===== src/rtl/prog_pulse_sequencer.sv =====
// Timed VPP/PGM programming-pulse sequencer: setup, N x (pulse, recover), done.
// Define SEQ_VERIFY_EN to add a one-cycle VERIFY phase after each recover.
module prog_pulse_sequencer #(
  parameter int CLK_PER_US = 24,
  parameter int TIME_BITS  = 12,
  parameter int COUNT_BITS = 8
) (
  input  logic                  osc,
  input  logic                  nreset,
  input  logic                  start,
  input  logic                  abort,
  input  logic [TIME_BITS-1:0]  setup_us,
  input  logic [TIME_BITS-1:0]  pulse_us,
  input  logic [TIME_BITS-1:0]  recover_us,
  input  logic [COUNT_BITS-1:0] pulse_count,
  input  logic                  verify_ok,
  output logic                  vpp_en,
  output logic                  pgm_n,
  output logic                  busy,
  output logic                  done,
  output logic                  verify_fail,
  output logic [COUNT_BITS-1:0] pulses_done
);

  localparam int PRE_W = (CLK_PER_US > 1) ? $clog2(CLK_PER_US) : 1;
  localparam logic [PRE_W-1:0] PRE_TOP = PRE_W'(CLK_PER_US - 1);

  typedef enum logic [2:0] {
    ST_IDLE,
    ST_SETUP,
    ST_PULSE,
    ST_RECOVER,
`ifdef SEQ_VERIFY_EN
    ST_VERIFY,
`endif
    ST_DONE
  } state_t;

  state_t                state_q, state_next;
  logic [TIME_BITS-1:0]  us_cnt;
  logic [PRE_W-1:0]      pre_cnt;
  logic [TIME_BITS-1:0]  cap_pulse, cap_recover;
  logic [COUNT_BITS-1:0] cap_count;
  logic [TIME_BITS-1:0]  load_val;
  logic                  load_timer, inc_pulse, capture;
  logic                  tmr_exp, pulses_left, active_next;
`ifdef SEQ_VERIFY_EN
  logic                  set_vfail;
`endif

  // A phase of N us expires on its last cycle; N=0 expires on its entry cycle.
  assign tmr_exp     = (us_cnt == '0) || ((us_cnt == TIME_BITS'(1)) && (pre_cnt == '0));
  assign pulses_left = (pulses_done < cap_count);
  assign active_next = (state_next != ST_IDLE) && (state_next != ST_DONE);

  always_ff @(posedge osc or negedge nreset) begin
    if (!nreset) begin
      state_q <= ST_IDLE;
    end else begin
      state_q <= state_next;
    end
  end

  always_comb begin
    state_next = state_q;
    load_timer = 1'b0;
    load_val   = cap_pulse;
    inc_pulse  = 1'b0;
    capture    = 1'b0;
`ifdef SEQ_VERIFY_EN
    set_vfail  = 1'b0;
`endif
    case (state_q)
      ST_IDLE, ST_DONE: begin
        if (start) begin
          state_next = ST_SETUP;
          capture    = 1'b1;
          load_timer = 1'b1;
          load_val   = setup_us;
        end
      end
      ST_SETUP: begin
        if (tmr_exp) begin
          if (cap_count == '0) begin
            state_next = ST_DONE;
          end else begin
            state_next = ST_PULSE;
            load_timer = 1'b1;
          end
        end
      end
      ST_PULSE: begin
        if (tmr_exp) begin
          state_next = ST_RECOVER;
          load_timer = 1'b1;
          load_val   = cap_recover;
          inc_pulse  = 1'b1;
        end
      end
      ST_RECOVER: begin
        if (tmr_exp) begin
`ifdef SEQ_VERIFY_EN
          state_next = ST_VERIFY;
`else
          if (pulses_left) begin
            state_next = ST_PULSE;
            load_timer = 1'b1;
          end else begin
            state_next = ST_DONE;
          end
`endif
        end
      end
`ifdef SEQ_VERIFY_EN
      ST_VERIFY: begin
        if (verify_ok) begin
          state_next = ST_DONE;
        end else if (pulses_left) begin
          state_next = ST_PULSE;
          load_timer = 1'b1;
        end else begin
          state_next = ST_DONE;
          set_vfail  = 1'b1;
        end
      end
`endif
      default: state_next = ST_IDLE;
    endcase
    // Abort overrides everything, including a start in the same cycle.
    if (abort) begin
      state_next = ST_IDLE;
      load_timer = 1'b0;
      inc_pulse  = 1'b0;
      capture    = 1'b0;
`ifdef SEQ_VERIFY_EN
      set_vfail  = 1'b0;
`endif
    end
  end

  always_ff @(posedge osc or negedge nreset) begin
    if (!nreset) begin
      us_cnt  <= '0;
      pre_cnt <= '0;
    end else if (abort) begin
      us_cnt  <= '0;
      pre_cnt <= '0;
    end else if (load_timer) begin
      us_cnt  <= load_val;
      pre_cnt <= PRE_TOP;
    end else if (us_cnt != '0) begin
      if (pre_cnt == '0) begin
        us_cnt  <= us_cnt - 1'b1;
        pre_cnt <= PRE_TOP;
      end else begin
        pre_cnt <= pre_cnt - 1'b1;
      end
    end
  end

  always_ff @(posedge osc or negedge nreset) begin
    if (!nreset) begin
      cap_pulse   <= '0;
      cap_recover <= '0;
      cap_count   <= '0;
    end else if (capture) begin
      cap_pulse   <= pulse_us;
      cap_recover <= recover_us;
      cap_count   <= pulse_count;
    end
  end

  // Outputs are registered copies of the next-state decode.
  always_ff @(posedge osc or negedge nreset) begin
    if (!nreset) begin
      vpp_en      <= 1'b0;
      pgm_n       <= 1'b1;
      busy        <= 1'b0;
      done        <= 1'b0;
      pulses_done <= '0;
    end else begin
      vpp_en <= active_next;
      busy   <= active_next;
      pgm_n  <= (state_next != ST_PULSE);
      done   <= (state_next == ST_DONE);
      if (capture) begin
        pulses_done <= '0;
      end else if (inc_pulse) begin
        pulses_done <= pulses_done + 1'b1;
      end
    end
  end

`ifdef SEQ_VERIFY_EN
  always_ff @(posedge osc or negedge nreset) begin
    if (!nreset) begin
      verify_fail <= 1'b0;
    end else if (capture) begin
      verify_fail <= 1'b0;
    end else if (set_vfail) begin
      verify_fail <= 1'b1;
    end
  end
`else
  logic unused_verify_ok;
  assign unused_verify_ok = verify_ok;
  assign verify_fail      = 1'b0;
`endif

endmodule


===== config.mk =====
export PLATFORM = sky130hd
export DESIGN_NAME = prog_pulse_sequencer
export DESIGN_NICKNAME = d
export VERILOG_FILES = /design/src/rtl/prog_pulse_sequencer.sv
export SDC_FILE = /design/constraint.sdc
export NUM_CORES = 1
export LEC_CHECK = 0
export CORE_MARGIN = 8
export CORE_UTILIZATION = 53
export DETAILED_ROUTE_END_ITERATION = 10
export HOLD_SLACK_MARGIN = 0.02
export PLACE_DENSITY = 0.8
export SLEW_MARGIN = 20
export SYNTH_ARGS = -nofsm -noshare
export SYNTH_HDL_FRONTEND = slang
export SYNTH_SLANG_ARGS = --single-unit

===== constraint.sdc =====
create_clock -name osc -period 2.85 [get_ports osc]
set_input_delay 0.855 -clock osc [delete_from_list [all_inputs] [get_ports osc]]
set_output_delay 0.855 -clock osc [all_outputs]
set_load 0.005 [all_outputs]

======== Yosys cells after proc, flatten, opt, wreduce, memory -nomap -nowiden ========
Cells that the tools add are included.
storage, ports and cells
  flip-flop bits (word level) ............. 63
  bits in latches ......................... 0
  memory bits (writable) .................. 0
  bits in read-only memories .............. 0
  bits of input ports ..................... 49
  output and inout bits ................... 13
  logic and storage cells ................. 69
  memories ................................ 0
operators by class
  add/subtract/negate cells ............... 3
  $mul .................................... 0
  div/mod/pow operators ................... 0
  magnitude comparators ................... 1
  eq/ne operators ......................... 8
  shifts and indexed selects .............. 0
  mux-type cells .......................... 33
  bitwise logic cells ..................... 0
  reductions and logical operators ........ 14
operators by type and width
  kind                                                                   number
  12-bit two-way mux                                                     6
  12-bit case mux with 2 select lines                                    1
  3-bit two-way mux                                                      7
  5-bit two-way mux                                                      4
  8-bit two-way mux                                                      2
  12-bit by 1-bit == test with 1-bit output (second input constant)      1
  12-bit logical NOT                                                     1
  3-bit case mux with 4 select lines                                     1
  12-bit nonzero test                                                    1
  12-bit by 1-bit subtractor with 12-bit output (second input constant)  1
  1-bit two-way mux                                                      11
  3-bit nonzero test                                                     3
  8-bit by 1-bit adder with 8-bit output (second input constant)         1
  8-bit logical NOT                                                      1
  8-bit < comparator                                                     1
  3-bit by 2-bit == test with 1-bit output (second input constant)       2
  3-bit == test (second input constant)                                  2
  5-bit logical NOT                                                      1
  5-bit by 1-bit subtractor with 5-bit output (second input constant)    1
  1-bit case mux with 4 select lines                                     1
  3-bit by 1-bit == test with 1-bit output (second input constant)       1
  3-bit logical NOT                                                      1
  3-bit by 2-bit != test with 1-bit output (second input constant)       1
  3-bit != test (second input constant)                                  1
  other kinds (5)                                                        6

======== Longest topological paths before layout ========
Gate-level depths: netlist (run 1).
  depth in word-level cells ............... 8
  depth in mapped cells ................... 10
  gate-level depth less buffers ........... 9

======== Worst setup path before layout (run 1) ========
Ideal clock, no wire load.
  kind .................................... input port to flip-flop
  start point ............................. input port start
  end point ............................... register cap_recover[1]
  library setup time ...................... 0.125 ns
  data arrival time ....................... 2.154 ns
  required time ........................... 2.725 ns
  setup slack ............................. 0.571 ns
  cell stages on the path ................. 5
  path buffers ............................ 2
  path through ............................ clkbuf_1 -> nand2_1 -> nor2_1 -> clkbuf_1 -> mux2_2
on the way
  word-level cells in the longest chain between the ends .. 3
ends and longest elaborated chain
  item                  RTL line  text
  start, declared       10        input logic start,
  1-bit two-way mux     75        if (start) begin
  1-bit two-way mux     73        case (state_q)
  1-bit two-way mux     130       if (abort) begin
  end signal, assigned  168       cap_recover <= recover_us;
  end, declared         42        logic [TIME_BITS-1:0] cap_pulse, cap_recover;
Every way passes these cells.
A chain may end at the register's enable or synchronous reset.

======== Worst setup path after layout (run 1) ========
  start point ............................. register pulses_done[2]
  end point ............................... register us_cnt[4]
on the way
  word-level cells in the longest chain between the ends .. 7
  elaborated cells on any way between the ends .. 10
  classes of those cells .................. 1 x order compare; 6 x mux; 3 x reduce/logical
ends and longest elaborated chain
  item                                                                        RTL line  text
  start, declared                                                             22        output logic [COUNT_BITS-1:0] pulses_done
  start signal, assigned                                                      189       pulses_done <= pulses_done + 1'b1;
  8-bit < comparator (*)                                                      53        assign pulses_left = (pulses_done < cap_count);
  1-bit two-way mux (*)                                                       105       if (pulses_left) begin
  1-bit two-way mux (*)                                                       101       if (tmr_exp) begin
  1-bit case mux with 4 select lines (*)                                      73
  1-bit two-way mux (*)                                                       130
  3-bit nonzero test (no line) / 12-bit two-way mux (equally long branches)   --
  2-bit AND reduction (no line) / 12-bit two-way mux (equally long branches)  --
  end signal, assigned                                                        149       us_cnt <= load_val;
  end signal, assigned                                                        153       us_cnt <= us_cnt - 1'b1;
  end, declared                                                               40        logic [TIME_BITS-1:0] us_cnt;
Mark *: on every way between the ends. The rest lies on a longest branch, timed or not.

==> flow_results.org, run 1 <==
** Critical path
- Data required time of the worst path :: 3130 ps
- For flop-to-flop paths, the worst setup slack is roughly 320 ps.
- Reg2Reg Depth :: 8
- Of all nets on the critical path, the largest fanout is 9.
- Nature of the critical path endpoint :: register
- Startpoint kind of the worst setup timing path :: register
- The critical path is of the register to register type.
- Slowest CP cell :: sky130_fd_sc_hd__or4_1
- Count of buffering cells on the critical path with inverters included :: 0
- The startpoint identified for the worst register-to-register timing path is pulses_done[2]$_DFFE_PN0P_.
- Worst endpoint data arrival time :: 2810 ps
- Worst path cell trace :: ha_1 > o21a_1 > nor2_1 > o311a_1 > o21ai_2 > nand3_2 > or4_1 > nand3_1
- Crit-path leading delay family :: simple AND/OR/NAND/NOR gates
- The largest single stage delay on the critical path is 540 ps.
- The worst register-to-register path ends at us_cnt[4]$_DFFE_PN0P_.

** Timing
- Setup repair after global routing missed its margin :: no
- Final worst path period share :: 88.60%
- The tightest hold path in the finished design has a slack of between 400 and 500 ps.
- Headroom to the max-slew limit came out at 62.83%.
- Setup skew after layout :: 10.14 ps
- Adding up every negative setup slack in the final design gives 0 ps.
- Max frequency :: 0.3960 GHz
- At the pin with the least slew margin, the transition time is 557.6 ps.
- The count of final max-slew check failures came to 0.
- Final hold violation count :: 0
- Setup violations remaining at the end of the flow were counted as 0.
- Minimum period implied by the final worst setup slack :: 2525 ps

** Route
- Number of violations reported at the end of detailed-routing iteration 0 :: 226
- Antenna-violating nets left :: 0
- Summed over all layers, the routed wires come to 8778 um.
- The pre-antenna-repair detailed-routing pass consisted of 5 iterations.
- Ratio of routed vias to standard cells :: 6.042
- In the final routing, the length of wire on met1 measures around 3800 um.
- DR WL met2 :: 4241 um
- For this run, design rule violations remaining after detail routing come to 0.
- Wire length per cell after detailed routing :: ~17 um
- In the detailed route, the total length drawn on met3 is 564 um.
- Summing over every cut layer, the via total after detailed routing is 3033.
- The detailed router used layers up to and including met4.

** Clocking
- The H-tree was split into 3 levels.
- After clock tree synthesis, the clock-pin slew on the worst setup and hold paths is 70 ps.
- Counting along the longest clock path gives a buffer depth of 2.
- Post_cts resized :: 0
- Clock tree root buffer cell :: sky130_fd_sc_hd__clkbuf_8
- Number of setup buffers added after CTS :: 0
- Clock tree synthesis found a total of 63 sinks.
- Clock buffer count from CTS :: 9
- TritonCTS built the clock tree.
- CTS hold repair buffers :: 0
- Clock latency of the later-clocked register in the worst-skew pair :: 350 ps

** Synth
- In the synthesized netlist, the number of instances is 352.
- In this run, synthesis produced a sequential element count of 63.
- For this run, the leading register cell type out of synthesis is sky130_fd_sc_hd__dfrtp_1.
- Counting flops with an async set or reset pin after synthesis yields a share of 100.0%.
- After synthesis, flip-flops and latches occupy 44.64% of the total area.
- Synthesis produced a netlist with a net count of slightly above 400.
- Syn. warnings :: 0
- A synthesized cell averages 10.04 um^2.
- Count of flip-flops with a built-in enable after synthesis :: 0
- Summed instance area of the synthesized netlist :: ~3500 um^2
- Synth unique cells :: 66
- The biggest area contributor in the post-synthesis netlist is sky130_fd_sc_hd__dfrtp_1.
- Dominant cells by area after synthesis :: sky130_fd_sc_hd__dfrtp_1 44%, sky130_fd_sc_hd__mux2_2 8.6%, sky130_fd_sc_hd__ha_1 4.6%
- Area share of the largest cell type after synthesis :: a little over two fifths

** Die
- The floorplan step set the die height to 97.67 um.
- The floorplan has 29 rows.
- Die span in x :: 97.67 um
- Die area :: 9538 um^2
- The core region is 6386 um^2.
- Initial core utilization :: 55.35%
- For this design the top-level I/O count stands at 62.

** Final layout
- In the layout the commonest cells are 62 x sky130_fd_sc_hd__dfrtp_1, 58 x sky130_fd_sc_hd__clkdlybuf4s50_1, 38 x sky130_fd_sc_hd__nand2_1, 27 x sky130_fd_sc_hd__mux2_2.
- The repair_antennas step left the layout with diodes totalling 0.
- Post-layout net count :: 482
- Fraction of layout instances using a drive strength above 1 :: a little under a fifth
- From synthesis to final layout, the design area changed by 26.16%.
- Commonest non-fill, non-tap cell in the layout :: sky130_fd_sc_hd__dfrtp_1

** Global route
- Largest net degree at the start of global routing :: 43
- Wire length of the first global-routing pass :: 15020 um
- The number of global-route vias before repair is 3143.
- The number of antenna violations at the first check in global routing is 0.
- GR Util All Layers :: between 10% and 20%
- After global routing the overflow that remains totals 0.

** Placement
- Post-DP HPWL :: about 6700 um
- Final RePlAce weighted congestion :: about 0.90
- In this run the tool buffered the top-level ports with 59 buffer cells.

** Job
- MaxCap Viol Count :: 0

** Power and ir drop
- Summed over all cells, the static leakage comes to about 1.9 nW.
- Pwr/cell area :: 713.4 nW/um^2
- Worst VDD drop :: 439.5 uV

** Status
- Outcome :: complete, no violations

** Worst hold path
- Worst min-delay path category :: input port to async pin
cell type report:
class,count,area [um^2]
multi-input combinational,261,1836
fill,505,1927
tap,77,96.34
sequential,63,1578
timing repair buffer,73,715.7
clock inverter,6,61.31
inverter,12,45.04
clock buffer,10,127.6
layer usage:
metal | vias up | global-route usage [%]
met4 | 0 | 8.275
met5 | - | 0
met3 | 20 | 5.121
met2 | 115 | 30.01
li1 | 1429 | -
met1 | 1469 | 24.15
worst max path at each step:
stage	start	endpoint	slack, ps	cells past startpoint
after floorplan	start	cap_recover[1]$_DFFE_PN0P_	570	5
after global placement	start	pre_cnt[0]$_DFFE_PN0P_	230	5
after detailed placement	start	us_cnt[4]$_DFFE_PN0P_	160	6
after CTS	pulses_done[2]$_DFFE_PN0P_	us_cnt[4]$_DFFE_PN0P_	350	8
after global routing	pulses_done[2]$_DFFE_PN0P_	us_cnt[4]$_DFFE_PN0P_	230	8
final	pulses_done[2]$_DFFE_PN0P_	us_cnt[4]$_DFFE_PN0P_	320	8
registers in the layout, indices dropped and copies added (netlist names):
signal,cells
cap_recover,12
pgm_n,1
cap_pulse,12
cap_count,8
pre_cnt,5
pulses_done,8
done,1
state_q,3
us_cnt,12
busy,1
worst reg2reg max path, cell delays in order, from the launching register on:
cell and delay [ps]:
sky130_fd_sc_hd__dfrtp_1 450, sky130_fd_sc_hd__ha_1 320, sky130_fd_sc_hd__o21a_1 110, sky130_fd_sc_hd__nor2_1 70, sky130_fd_sc_hd__o311a_1 400, sky130_fd_sc_hd__o21ai_2 240
sky130_fd_sc_hd__nand3_2 220, sky130_fd_sc_hd__or4_1 540, sky130_fd_sc_hd__nand3_1 100
cells in the mapped netlist (5+ instances only):
cell,instances
sky130_fd_sc_hd__dfrtp_1,62
sky130_fd_sc_hd__nand2_1,38
sky130_fd_sc_hd__mux2_2,27
sky130_fd_sc_hd__nor2_1,23
sky130_fd_sc_hd__a21oi_1,22
sky130_fd_sc_hd__o21ai_0,16
sky130_fd_sc_hd__ha_1,13
sky130_fd_sc_hd__inv_1,12
sky130_fd_sc_hd__nor3_1,8
sky130_fd_sc_hd__buf_2,7
sky130_fd_sc_hd__nor4_1,7
sky130_fd_sc_hd__a211o_1,6
sky130_fd_sc_hd__clkbuf_1,6
sky130_fd_sc_hd__nand4_1,6
sky130_fd_sc_hd__a31oi_1,5
sky130_fd_sc_hd__xor2_1,5
power breakdown:
part,internal [mW],leakage (nW),total (mW),switching (mW)
clock,0.400,0.0960,0.754,0.354
sequential,1.11,0.789,1.30,0.186
combinational,0.531,1.02,1.13,0.596
kinds of logic after synthesis:
kind of cell,after synthesis,share of synthesized area [%]
AOI/OAI and AO/OA,92,18.41
xor gates and xnor gates,7,1.735
adders and majority gates,13,4.602
buffers and inverters,28,3.646
DFF,63,44.64
muxes,31,9.735
other,1,0.1061
and+or+nand+nor,117,17.13
metrics by stage:
stage	utilization (%)	total power [mW]	setup slack [ps]	instance area (um^2)	std cells
floorplan	-	2.056	571.2	3535	352
global placement	66.87	2.370	228.7	4270	486
detailed placement	66.87	2.425	161.3	4270	486
CTS	69.83	3.186	349.7	4459	502
global route	69.83	3.395	227.8	4459	502
finish	69.83	3.181	324.9	4459	502
Power figures use the tool's default switching activity.
==> run 2: changes to the inputs <==
Settings changed: RECOVER_POWER set to 50.
==> flow_results.org, run 2 (synthesis results as in run 1) <==
** Timing
- Setup slack on the critical path of the routed design comes to 227.9 ps.
- After routing, the total negative slack on setup checks comes to 0 ps.
- The count of final max-slew check failures is 0.
- The routed design could run at a clock period as short as 2622 ps.
- Setup skew after layout :: 11.31 ps
- Dividing the final minimum period by the clock period gives 92.00%.
- Setup violations remaining at the end of the flow were counted as 0.
- Measured slew at the worst slew-check pin :: around 1400 ps
- Headroom to the max-slew limit came out at 9.968%.
- The number of hold-slack violations in the final timing report came to 0.
- For this run, the top clock speed supported by timing is 0.3814 GHz.
- Setup repair after global routing missed its margin :: no

** Route
- Ratio of routed vias to standard cells :: between 6 and 7
- The final layout contains routed wiring with a total length of between 8000 and 9000 um.
- After detailed routing, the average wire length per cell comes to around 17 um.
- The routed layout has 3041 vias.
- Residual DRC :: 0
- The count of nets left with antenna violations once routing finished came out at 0.
- The first detailed-routing pass ran for 4 iterations.
- Number of violations reported at the end of detailed-routing iteration 0 :: 219

** Critical path
- Top fanout value on the critical path :: 42
- STA puts the critical path data required time at 3080 ps.
- The worst setup path is of the input port to register kind.
- Worst endpoint data arrival time :: 2850 ps
- The worst setup path is launched from an input port.
- Reg2Reg Depth :: 8
- The worst setup path is captured at a register.

** Die
- 62 I/O pins were placed.
- Once the floorplan was initialized, standard cells occupied 55.35% of the core.
- Die height :: 97.67 um
- Die span in x :: 97.67 um
- The floorplan has 29 rows.
- Floorplan Core Area :: between 6000 and 7000 um^2
- The die covers 9538 um^2.

** Final layout
- Fill cell count :: 506
- Number of diodes added for antenna fixing :: 0
- Commonest non-fill, non-tap cell in the layout :: sky130_fd_sc_hd__dfrtp_1
- Largest registers in the final layout :: cap_pulse x12, cap_recover x12, us_cnt x12
- The final layout contains approximately 480 nets.
- Commonest cells after routing, fill and taps aside :: 62 x sky130_fd_sc_hd__dfrtp_1, 57 x sky130_fd_sc_hd__clkdlybuf4s50_1, 38 x sky130_fd_sc_hd__nand2_1, 27 x sky130_fd_sc_hd__mux2_2
- Post-route cell area :: 4442 um^2
- Fraction of layout instances using a drive strength above 1 :: 17.65%
- Relative to the synthesized area, the layout overhead comes to 25.66%.

** Power and ir drop
- IR analysis of the VDD net gives a maximum drop of 440.3 uV.
- Switching fraction of total power :: a little over a third
- Combinational cells account for 35.3% of the total power.
- The clock network is responsible for a little under a quarter of the overall power.
- The share of total power dissipated in sequential elements is 41.0%.
- The internal portion of the total power is a little over 2 mW.
- Pwr/cell area :: just over 700 nW/um^2
- P_leak :: approximately 1.9 nW
- Total design power :: 3.175 mW
- Switching power summed over all nets :: 1.134 mW

** Clocking
- Clk pin slew, worst setup/hold paths :: 60 ps
- Clk buf depth :: 2
- Gates resized during post-CTS repair numbered 0.
- Number of clock sinks :: 63
- TritonCTS clock tree :: built
- Post-CTS timing repair inserted 0 buffers for setup.
- Clock buffer count from CTS :: 9
- CTS built an H-tree with a depth of 3.
- CTS hold repair buffers :: 0
- The clock reaches the later pin of the worst-skew pair after approximately 350 ps.
- Clock tree root buffer cell :: sky130_fd_sc_hd__clkbuf_8

** Global route
- Vias in the first global route :: between 3000 and 4000
- The first global-routing pass estimated 15020 um of wire.
- Initial antenna violation count :: 0
- GR Overflow Total :: 0
- Global routing used a little under a fifth of the available tracks.
- Entering global routing, the biggest net connects 43 pins.

** Placement
- Instance area after placement :: 4270 um^2
- Routability-driven placement finished with a final weighted congestion of 0.9000.
- Post-DP HPWL :: 6669 um
- Number of I/O port buffers :: 59
- OpenSTA, run right after detailed placement, puts the worst setup slack at 161.3 ps.

** Job
- MaxCap Viol Count :: 0

** Status
- Outcome :: complete, no violations

** Worst hold path
- Worst min-delay path category :: register to register
- Counting instances, the worst hold path has a depth of 1.
run 2: cell types whose count changed in the layout (fill, tap and decap cells not counted):
cell	delta
sky130_fd_sc_hd__clkbuf_4	+1
sky130_fd_sc_hd__dlygate4sd3_1	+1
sky130_fd_sc_hd__clkbuf_1	+2
sky130_fd_sc_hd__buf_2	-1
sky130_fd_sc_hd__buf_12	-1
sky130_fd_sc_hd__clkdlybuf4s50_1	-1
sky130_fd_sc_hd__buf_4	-1
run 2: worst max-delay path, stage by stage:
cell,delay [ps]
sky130_fd_sc_hd__dlygate4sd3_1,670
sky130_fd_sc_hd__clkbuf_1,300
sky130_fd_sc_hd__nor2_4,150
sky130_fd_sc_hd__clkbuf_4,460
sky130_fd_sc_hd__mux2_2,390
run 2: area by class of cell:
cell class	instances	area, um^2	area share, %
flip-flops and latches	63	1578	35.52
multi-input cells	261	1836	41.32
clock buffers	10	127.6	2.873
repair buffers	73	698.2	15.72
inverters	12	45.04	1.014
clock inverters	6	61.31	1.380
well taps	77	96.34	2.169
run 2: path summary, 6_finish.rpt:
kind,start,endpoint,slack [ps]
hold reg to reg,cap_recover[7]$_DFFE_PN0P_,cap_recover[7]$_DFFE_PN0P_,510
max in group asynchronous,nreset,pre_cnt[0]$_DFFE_PN0P_,1210
hold / removal,cap_recover[7]$_DFFE_PN0P_,cap_recover[7]$_DFFE_PN0P_,510
setup / recovery,abort,cap_pulse[3]$_DFFE_PN0P_,230
setup reg to reg,pulses_done[2]$_DFFE_PN0P_,us_cnt[4]$_DFFE_PN0P_,310
min in group asynchronous,nreset,cap_count[0]$_DFFE_PN0P_,790
run 2: stage by stage:
step	util, %	hold slack, ps	cells
floorplan	-	459.8	352
global placement	66.87	481.1	486
detailed placement	66.87	499.9	486
CTS	69.83	504.5	502
global route	69.55	532.4	502
finish	69.55	513.2	502
run 2: metal layers:
layer / wire (um) / vias up / GRT usage [%]
li1: - / 1431 / -
met1: 3812 / 1473 / 24.15
met2: 4229 / 117 / 30.01
met3: 559 / 20 / 5.121
met4: 174 / 0 / 8.275
met5: 0 / - / 0
run 2: power groups by stage:
stage / Clock, mW / Combinational, mW / Sequential, mW
5_1_grt: 0.810 / 1.25 / 1.33
2_1_floorplan: 0 / 0.801 / 1.25
3_3_place_gp: 0 / 1.07 / 1.30
3_5_place_dp: 0 / 1.11 / 1.31
6_report: 0.754 / 1.12 / 1.30
4_1_cts: 0.767 / 1.12 / 1.30
==> run 3: changes to the inputs <==
Settings changed: ABC_AREA set to 1, CORE_UTILIZATION 53 to 55, PLACE_DENSITY 0.8 to 0.81.
==> flow_results.org, run 3 <==
** Status
- Outcome :: complete, no violations

** Die
- I/O Pins :: 62
- The die is 101.3 um tall.
- Die span in x :: 101.3 um
- Row generation in the floorplan step produced 31 rows.
- Once the floorplan was initialized, standard cells occupied ~56% of the core.
- After floorplanning, the core was sized to cover 7137 um^2.
- The die covers 10260 um^2.

** Global route
- Global routing used 21.39% of the available tracks.
- Summed over all layers, the global routing overflow is 0.
- Initial antenna violation count :: 0
- The first global-routing pass estimated ~17000 um of wire.
- Vias in the first global route :: approximately 3600
- Largest net degree at the start of global routing :: 28

** Critical path
- For the worst setup path, the data required time is 3110 ps.
- Slowest CP cell :: sky130_fd_sc_hd__clkdlybuf4s50_1
- The cell family contributing the most delay on the critical path is buffers and inverters.
- Top fanout value on the critical path :: 14
- Data arrives at the worst endpoint at between 2000 and 3000 ps.
- Count of buffering cells on the critical path with inverters included :: 4
- Nature of the critical path endpoint :: register
- The critical path goes through clkdlybuf4s50_1 > inv_1 > nor2_4 > inv_1 > nor2_1 > clkbuf_1 > nand2_1 > o21ai_0.
- CP Class :: input port to register
- Most common cell type on the critical path :: sky130_fd_sc_hd__inv_1
- Biggest cell delay along the critical path :: 490 ps
- Startpoint kind of the worst setup timing path :: input port

** Synth
- Synth cell count leaders :: 208 x sky130_fd_sc_hd__nand2_1, 62 x sky130_fd_sc_hd__dfrtp_1, 53 x sky130_fd_sc_hd__inv_1, 49 x sky130_fd_sc_hd__nand3_1, 25 x sky130_fd_sc_hd__nor2_1
- Cell type contributing the most total cell area after synthesis :: sky130_fd_sc_hd__dfrtp_1
- By area the synthesized netlist is led by sky130_fd_sc_hd__dfrtp_1 39%, sky130_fd_sc_hd__nand2_1 20%, sky130_fd_sc_hd__nand3_1 6.1%.
- Most repeated cell in the gate-level netlist after synthesis :: sky130_fd_sc_hd__nand2_1
- Counting every net in the synthesized netlist gives approximately 610.
- For this run, the leading register cell type out of synthesis is sky130_fd_sc_hd__dfrtp_1.
- For this run, the register share of the synthesized area comes to approximately two fifths.
- Synthesized area per cell :: 7.317 um^2
- Count of flip-flops with a built-in enable after synthesis :: 0
- After synthesis, the share of flip-flops with an asynchronous set or reset is 100.0%.
- During synthesis, Yosys emitted a total of 0 warnings.
- Synthesized instance count :: 547
- The synthesized netlist occupies a cell area of about 4000 um^2.
- Area share of the largest cell type after synthesis :: 38.76%
- Post-synthesis sequential element count :: between 60 and 70
- Synth unique cells :: 40

** Final layout
- Cells with a size suffix above 1 make up 9.135% of the layout.
- Relative to the synthesized area, the layout overhead comes to 20.38%.
- The top cell types in the final layout, fill and taps aside, are 208 x sky130_fd_sc_hd__nand2_1, 62 x sky130_fd_sc_hd__dfrtp_1, 57 x sky130_fd_sc_hd__clkdlybuf4s50_1, 53 x sky130_fd_sc_hd__inv_1, 50 x sky130_fd_sc_hd__nand3_1.
- Fill cell count :: roughly 650
- Commonest non-fill, non-tap cell in the layout :: sky130_fd_sc_hd__nand2_1
- The largest registers in the layout are cap_pulse x12, cap_recover x12, us_cnt x12.
- The repair_antennas step left the layout with diodes totalling 0.
- After the last flow step, the layout net total stands at 670.

** Clocking
- The later pin in the worst-skew pair is clocked with a latency of 350 ps.
- Post_cts resized :: 0
- Clk pin slew, worst setup/hold paths :: 70 ps
- Counting along the longest clock path gives a buffer depth of 2.
- The number of clock buffers added by TritonCTS is 9.
- Counting every sink on the clock net gives 63.
- TritonCTS built the clock tree.
- The H-tree was split into 3 levels.
- Number of setup buffers added after CTS :: 0
- CTS hold repair buffers :: 0
- Clock tree root buffer cell :: sky130_fd_sc_hd__clkbuf_8

** Power and ir drop
- Across the VDD grid, the largest voltage drop is between 300 and 400 uV.
- Fraction of power consumed by combinational cells :: 46.3%
- In this run, the clock network consumes 17.4% of the power.
- Power Internal :: 2.251 mW
- Sequential cells burn 36.3% of the power.
- P_leak :: 2.423 nW
- Total design power :: ~4 mW
- Switching power summed over all nets :: 1.754 mW
- Pwr/cell area :: around 830 nW/um^2
- Switching fraction of total power :: 43.79%

** Route
- For this run, design rule violations remaining after detail routing come to 0.
- Ratio of routed vias to standard cells :: between 5 and 6
- Via count :: around 3800
- DRT Wirelength :: 10020 um
- Iteration count of the initial detailed-routing pass :: 5
- In the final routed layout, each cell accounts on average for 14.07 um.
- The first routing iteration left 226 violations.
- The count of nets left with antenna violations once routing finished came out at 0.

** Timing
- Total negative slack for setup checks :: 0 ps
- Final hold violation count :: 0
- Across the routed clock network, the largest skew measured is 9.766 ps.
- Setup repair after global routing missed its margin :: no
- Final worst path period share :: 89.02%
- The count of final max-slew check failures was 0.
- The worst pin sits at a relative slew slack of 14.95%.
- Static timing analysis puts the maximum clock frequency at 0.3942 GHz.
- Setup violations remaining at the end of the flow were counted as 0.
- At the pin with the least slew margin, the transition time is 1276 ps.
- Minimum period implied by the final worst setup slack :: 2537 ps

** Placement
- At the end of routability-driven placement, the weighted congestion stood at 0.9217.
- During placement, the flow inserted port buffers numbering 59.
- Post-DP HPWL :: 7597 um

** Worst hold path
- Worst min-delay path category :: register to register

** Job
- MaxCap Viol Count :: 0
## run 3: metrics by stage
stage	worst slack (ps)	std cells	instance area (um^2)	util, %	hold WS [ps]
after global placement	185.3	696	4666	65.38	457.3
after floorplan	865.8	547	4003	-	442.7
after global routing	151.6	712	4818	67.51	512.8
final	313.0	712	4818	67.51	478.6
after CTS	477.5	712	4841	67.83	477.9
after detailed placement	158.2	696	4666	65.38	461.4
## run 3: cells by family (layout without fill, tap and decap cells)
family / after synthesis / after routing / synth area share [%]
compound gates: 50 / 50 / 8.628
xor+xnor: 12 / 12 / 2.626
fa+ha+maj: 13 / 13 / 4.064
buf+inv: 80 / 146 / 8.753
flops: 63 / 63 / 39.42
other cells: 1 / 1 / 0.09369
simple gates: 328 / 328 / 36.42
## run 3: layout make-up
class                           instances  area [um^2]  area share [%]
Clock buffer                           11        141.4           2.934
Clock inverter                          5        33.78          0.7011
Inverter                               61        229.0           4.752
Multi-Input combinational cell        404         2062           42.79
Sequential cell                        63         1578           32.74
Tap cell                               99        123.9           2.571
Timing Repair Buffer                   69        650.6           13.50
## run 3: power groups by stage
| stage | logic, mW | registers [mW] | clock network [mW] |
|---|---|---|---|
| 6_report | 1.86 | 1.45 | 0.696 |
| 3_3_place_gp | 1.81 | 1.45 | 0 |
| 4_1_cts | 1.87 | 1.45 | 0.711 |
| 3_5_place_dp | 1.85 | 1.46 | 0 |
| 2_1_floorplan | 1.43 | 1.39 | 0 |
| 5_1_grt | 2.10 | 1.50 | 0.757 |
## run 3: worst reg2reg max path, delay by kind of cell, from the launching register on
kind / cells / cell delay [ps]
flip-flops: 1 / 390
adder cells (fa/ha/maj): 1 / 220
AND/OR/NAND/NOR: 9 / 1280
buffers and inverters: 1 / 80
AO/OA/AOI/OAI: 1 / 420
## run 3: path summary, 6_finish.rpt
kind,from,to,slack (ps),cells past startpoint
min in group asynchronous,nreset,cap_recover[0]$_DFFE_PN0P_,760,1
worst max-delay path,start,cap_count[2]$_DFFE_PN0P_,310,8
worst max register to register,pre_cnt[0]$_DFFE_PN0P_,pre_cnt[0]$_DFFE_PN0P_,380,12
worst min register to register,cap_recover[9]$_DFFE_PN0P_,cap_recover[9]$_DFFE_PN0P_,480,2
worst min-delay path,cap_recover[9]$_DFFE_PN0P_,cap_recover[9]$_DFFE_PN0P_,480,2
max in group asynchronous,nreset,busy$_DFF_PN0_,870,2
## run 3: routing by layer
metal  vias to the layer above  wire (um)  global-route usage [%]
li1                       1869          -                       -
met1                      1732       4328                   25.72
met4                         0        334                   11.23
met5                         -          0                       0
met3                        32        580                   5.017
met2                       130       4774                   34.82
==> edit 1, RTL diff (settings of run 3) <==
Set the parameter `TIME_BITS` to 18 (it was 12).
--- a/src/rtl/prog_pulse_sequencer.sv
+++ b/src/rtl/prog_pulse_sequencer.sv
@@ -3,5 +3,5 @@
 module prog_pulse_sequencer #(
   parameter int CLK_PER_US = 24,
-  parameter int TIME_BITS  = 12,
+  parameter int TIME_BITS  = 18,
   parameter int COUNT_BITS = 8
 ) (
Interface: changed (resized pulse_us, recover_us and setup_us); port bits go from 62 to 80. No check against the original RTL was run, so the function may have changed too.
==> edit 1 against run 3 <==
The run now ends with max-capacitance violations, max-slew violations left; worst setup slack lost 0.0014 ns; area after synthesis increased by 22%; critical endpoint is now cap_count[6]; design area is 25% higher; sequential cell count is 18 higher; routed wire length up 32%; clock skew grew 0.0021 ns; total power is 1.7% lower; clock power rose by 48%.
==> edit 1: results (changes against run 3) <==
| Metric | Value |
|---|---|
| Outcome | finished with violations (was completed) |
| Failing checks | max-capacitance violations, max-slew violations |
| Share of cells above drive strength 1 | 0.0637 (was 0.0914) |
| DRT Pass-1 Iters | 5 (unchanged) |
| Leak | 2.99 nW (was 2.42 nW) |
| DP HPWL | 9770 um (was 7600 um) |
| Ranking of synthesized cells by area | dfrtp_1, nand2_1, nand3_1 (unchanged) |
| Fin nets | 828 (was 670) |
| Post-synth top cells | nand2_1, dfrtp_1, inv_1, nand3_1, nor2_1 (unchanged) |
| Slowest CP cell | clkbuf_1 (was clkdlybuf4s50_1) |
| Syn nets | 751 (was 609) |
| Antenna violations before repair | 0 (unchanged) |
| Global-route wire length before repair | 22100 um (was 17200 um) |
| Synth unique cells | 42 (was 40) |
| Setup Fix Bufs, Post-CTS | 0 (unchanged) |
| VDD IR max | 0.303 mV (was 0.318 mV) |
| Post-cts sizing count | 0 (unchanged) |
| Placed cell areas | 5790 um^2 (was 4670 um^2) |
| Clk_lat worst skew | 0.36 ns |
| Psw | 1.44 mW (was 1.75 mW) |
| Worst Path Arrival | 2.74 ns (was 2.80 ns) |
| CTS HTree Levels | 3 (unchanged) |
| Synthesized instance count | 671 (was 547) |
| Yosys warns | 0 (unchanged) |
| Non-Filler Instances | 861 (was 712) |
| DR vias | 4776 (was 3763) |
| Max Slew Vio Count | 39 (was 0) |
| Largest net degree at the start of global routing | 44 (was 28) |
| Seq/Total Area, Yosys | 0.416 (was 0.394) |
| Final clock skew | 0.0119 ns (was 0.00977 ns) |
| Root Buffer | clkbuf_8 (unchanged) |
| Port Buffers | 77 (was 59) |
| Hold WC Path Type | flop to flop (unchanged) |
| Max stage delay on crit path | 0.56 ns (was 0.49 ns) |
| Avg WL per Cell | 15.4 um (was 14.1 um) |
| Gr usage total | 0.227 (was 0.214) |
| Measured slew at the worst slew-check pin | 2.16 ns (was 1.28 ns) |
| RePlAce Congestion | 0.853 (was 0.922) |
| Cells after DPL | 845 (was 696) |
| Worst Path Max Fanout | 16 (was 14) |
| First-iteration detailed-routing DRC count | 362 (was 226) |
| Reg clk slew, reported paths | 0.08 ns |
| CTS max path bufs | 2 (unchanged) |
| CTS buffer count | 9 (unchanged) |
| Max Cap Violations | 1 (was 0) |
| Regs by FF count | cap_pulse x18, cap_recover x18, us_cnt x18 (was cap_pulse x12, cap_recover x12, us_cnt x12) |
-- edit 1: final timing paths --
path,start,to,slack (ns),depth (start not counted)
max,start,cap_count[6],0.31,7
min,cap_recover[16],cap_recover[16],0.48,2
max reg2reg,us_cnt[0],us_cnt[14],0.33,14
min reg2reg,cap_recover[16],cap_recover[16],0.48,2
max in group asynchronous,nreset,us_cnt[16],0.50,1
min in group asynchronous,nreset,cap_pulse[6],1.11,1
-- edit 1: cells by family after synthesis --
group | share of synthesized area
AND/OR/NAND/NOR | 0.362
buffers and inverters | 0.0770
flip-flops | 0.416
AO/OA/AOI/OAI | 0.0816
XOR/XNOR | 0.0287
adder cells (fa/ha/maj) | 0.0334
other | 0.000769
-- edit 1: layout make-up --
type                       instances  area (um^2)
multi-input combinational        496         2470
inverter                          70          265
fill                             737         2670
timing repair buffer              90          867
clock buffer                      10          128
clock inverter                     6          115
tap                              108          135
sequential                        81         2030
-- edit 1: critical path, delay by kind of cell --
| family | cells | cell delay [ns] |
|---|---|---|
| buffers and inverters | 4 | 1.23 |
| AO/OA/AOI/OAI | 1 | 0.18 |
| AND/OR/NAND/NOR | 2 | 0.46 |
-- edit 1: routing by layer --
metal | GRT usage | up-vias | routed length, um
li1 | - | 2315 | -
met1 | 0.271 | 2230 | 5380
met2 | 0.395 | 204 | 6690
met3 | 0.0517 | 27 | 839
met4 | 0.0799 | 0 | 334
met5 | 0 | - | 0
-- edit 1: power groups by stage --
stage / logic (mW) / registers (mW) / clock network [mW]
after floorplan: 0.921 / 1.54 / 0
after global placement: 1.26 / 1.58 / 0
final: 1.34 / 1.57 / 1.03
after CTS: 1.33 / 1.57 / 1.03
after detailed placement: 1.32 / 1.59 / 0
after global routing: 1.50 / 1.60 / 1.08
-- edit 1: per-stage QoR --
step                setup slack [ns]  hold slack (ns)  utilization
floorplan                      0.688            0.443            -
global placement               0.227            0.458        0.667
detailed placement             0.102            0.459        0.667
CTS                            0.375            0.473        0.695
global route                   0.124            0.508        0.693
finish                         0.312            0.479        0.693
==> edit 2, RTL diff (flow settings as in run 3) <==
Without the edit above. Re-encode `state_t` (5 states) as Gray code, 3 bits wide.
--- a/src/rtl/prog_pulse_sequencer.sv
+++ b/src/rtl/prog_pulse_sequencer.sv
@@ -27,12 +27,12 @@
 
   typedef enum logic [2:0] {
-    ST_IDLE,
-    ST_SETUP,
-    ST_PULSE,
-    ST_RECOVER,
+    ST_IDLE    = 3'b000,
+    ST_SETUP   = 3'b001,
+    ST_PULSE   = 3'b011,
+    ST_RECOVER = 3'b010,
 `ifdef SEQ_VERIFY_EN
     ST_VERIFY,
 `endif
-    ST_DONE
+    ST_DONE    = 3'b110
   } state_t;
 
Behaviour: same outputs for any inputs over 10 cycles, from zero or initial values and one cycle with nreset low; not proved beyond that.
==> edit 2 against run 3 <==
Cell count is 8.3% lower; critical path depth is 3 lower; worst setup slack better by 0.23 ns; area after synthesis is 0.41% higher; design area is 1.2% higher; sequential cell count stayed put; first-iteration DRC count is 9.3% higher; routed wire length hardly changed; total power is 1.9% lower; via count is 5.4% lower; die area is 0.35% higher; worst hold slack better by 0.016 ns; clock skew is 0.0011 ns lower; critical path type unchanged; highest routed layer unchanged.
==> edit 2: results (changes against run 3) <==
| Metric | Value |
|---|---|
| Setup WS pre-CTS | 0.254 ns (was 0.158 ns) |
| Multi-input logic area | 2100 um^2 (was 2060 um^2) |
| Syn nets | 553 (was 609) |
| Share of cells above drive strength 1 | 0.143 (was 0.0914) |
| Clock Buffer Count | 14 (was 11) |
| Worst Path Max Fanout | 23 (was 14) |
| Measured slew at the worst slew-check pin | 1.39 ns (was 1.28 ns) |
| Post-synth top cells | nand2_1, nand3_1, dfrtp_1, inv_1, nor2_1 (was nand2_1, dfrtp_1, inv_1, nand3_1, nor2_1) |
| Hold path depth | 1 (was 2) |
| CP startpoint | abort (was start) |
| Met3 Use GR | 0.0385 (was 0.0502) |
| R2R Setup Slk | 0.63 ns (was 0.38 ns) |
| Min-Delay Endpoint | cap_recover[1] (was cap_recover[9]) |
| RePlAce Congestion | 0.916 (was 0.922) |
| RR Startpoint | us_cnt[1] (was pre_cnt[0]) |
| # fillers | 586 (was 647) |
| Met2 wire length | 5070 um (was 4770 um) |
| Met2 Track Usage GR | 0.355 (was 0.348) |
| Outcome | completed (unchanged) |
| Routed Wire Length | 10000 um (about the same) |
| Worst Path Arrival | 2.54 ns (was 2.80 ns) |
| Worst Hold Launch | cap_recover[1] (was cap_recover[9]) |
| Gr usage total | 0.213 (was 0.214) |
| Synth unique cells | 47 (was 40) |
| VDD IR max | 0.382 mV (was 0.318 mV) |
| Non-clock buffer share | 0.134 (was 0.135) |
| Ranking of synthesized cells by area | dfrtp_1, nand3_1, nand2_1 (was dfrtp_1, nand2_1, nand3_1) |
| R2R depth | 13 (was 12) |
| Largest net degree at the start of global routing | 42 (was 28) |
| Fin nets | 611 (was 670) |
| Seq/Total Area, Yosys | 0.393 (was 0.394) |
| Inverter count | 52 (was 61) |
| Slowest CP cell | dlygate4sd3_1 (was clkdlybuf4s50_1) |
| Crit path to | cap_recover[9] (was cap_count[2]) |
| Final clock skew | 0.00865 ns (was 0.00977 ns) |
| Met1 Use GR | 0.257 (about the same) |
| Max stage delay on crit path | 0.57 ns (was 0.49 ns) |
| Global-route wire length before repair | 17200 um (about the same) |
| Wire length on met1 | 4230 um (was 4330 um) |
| Vias in the first global route | 3601 (was 3637) |
| Fin crit share | 0.809 (was 0.890) |
| Reg2Reg Capture Point | us_cnt[5] (was pre_cnt[0]) |
## edit 2: power by group through the flow
stage / Clock [mW] / Combinational, mW / Sequential [mW]
after floorplan: 0 / 1.24 / 1.35
after global placement: 0 / 1.56 / 1.40
after detailed placement: 0 / 1.63 / 1.42
after CTS: 0.875 / 1.65 / 1.40
after global routing: 0.923 / 1.86 / 1.44
final: 0.867 / 1.66 / 1.41
## edit 2: stage by stage
step	util	hold slack, ns	instances	area, um^2
finish	0.680	0.495	653	4880
detailed placement	0.651	0.495	637	4670
floorplan	-	0.465	491	4020
CTS	0.682	0.499	653	4900
global placement	0.651	0.484	637	4670
global route	0.680	0.513	653	4880
## edit 2: kinds of logic (layout without fill, tap and decap cells)
kind of cell	count (synthesis)	after routing	synth area share
and+or+nand+nor	253	253	0.320
xor gates and xnor gates	15	15	0.0327
other	1	1	0.000933
muxes	21	21	0.0588
AOI/OAI and AO/OA	53	53	0.0732
adders and majority gates	13	13	0.0405
buffers and inverters	72	135	0.0816
DFF	63	63	0.393
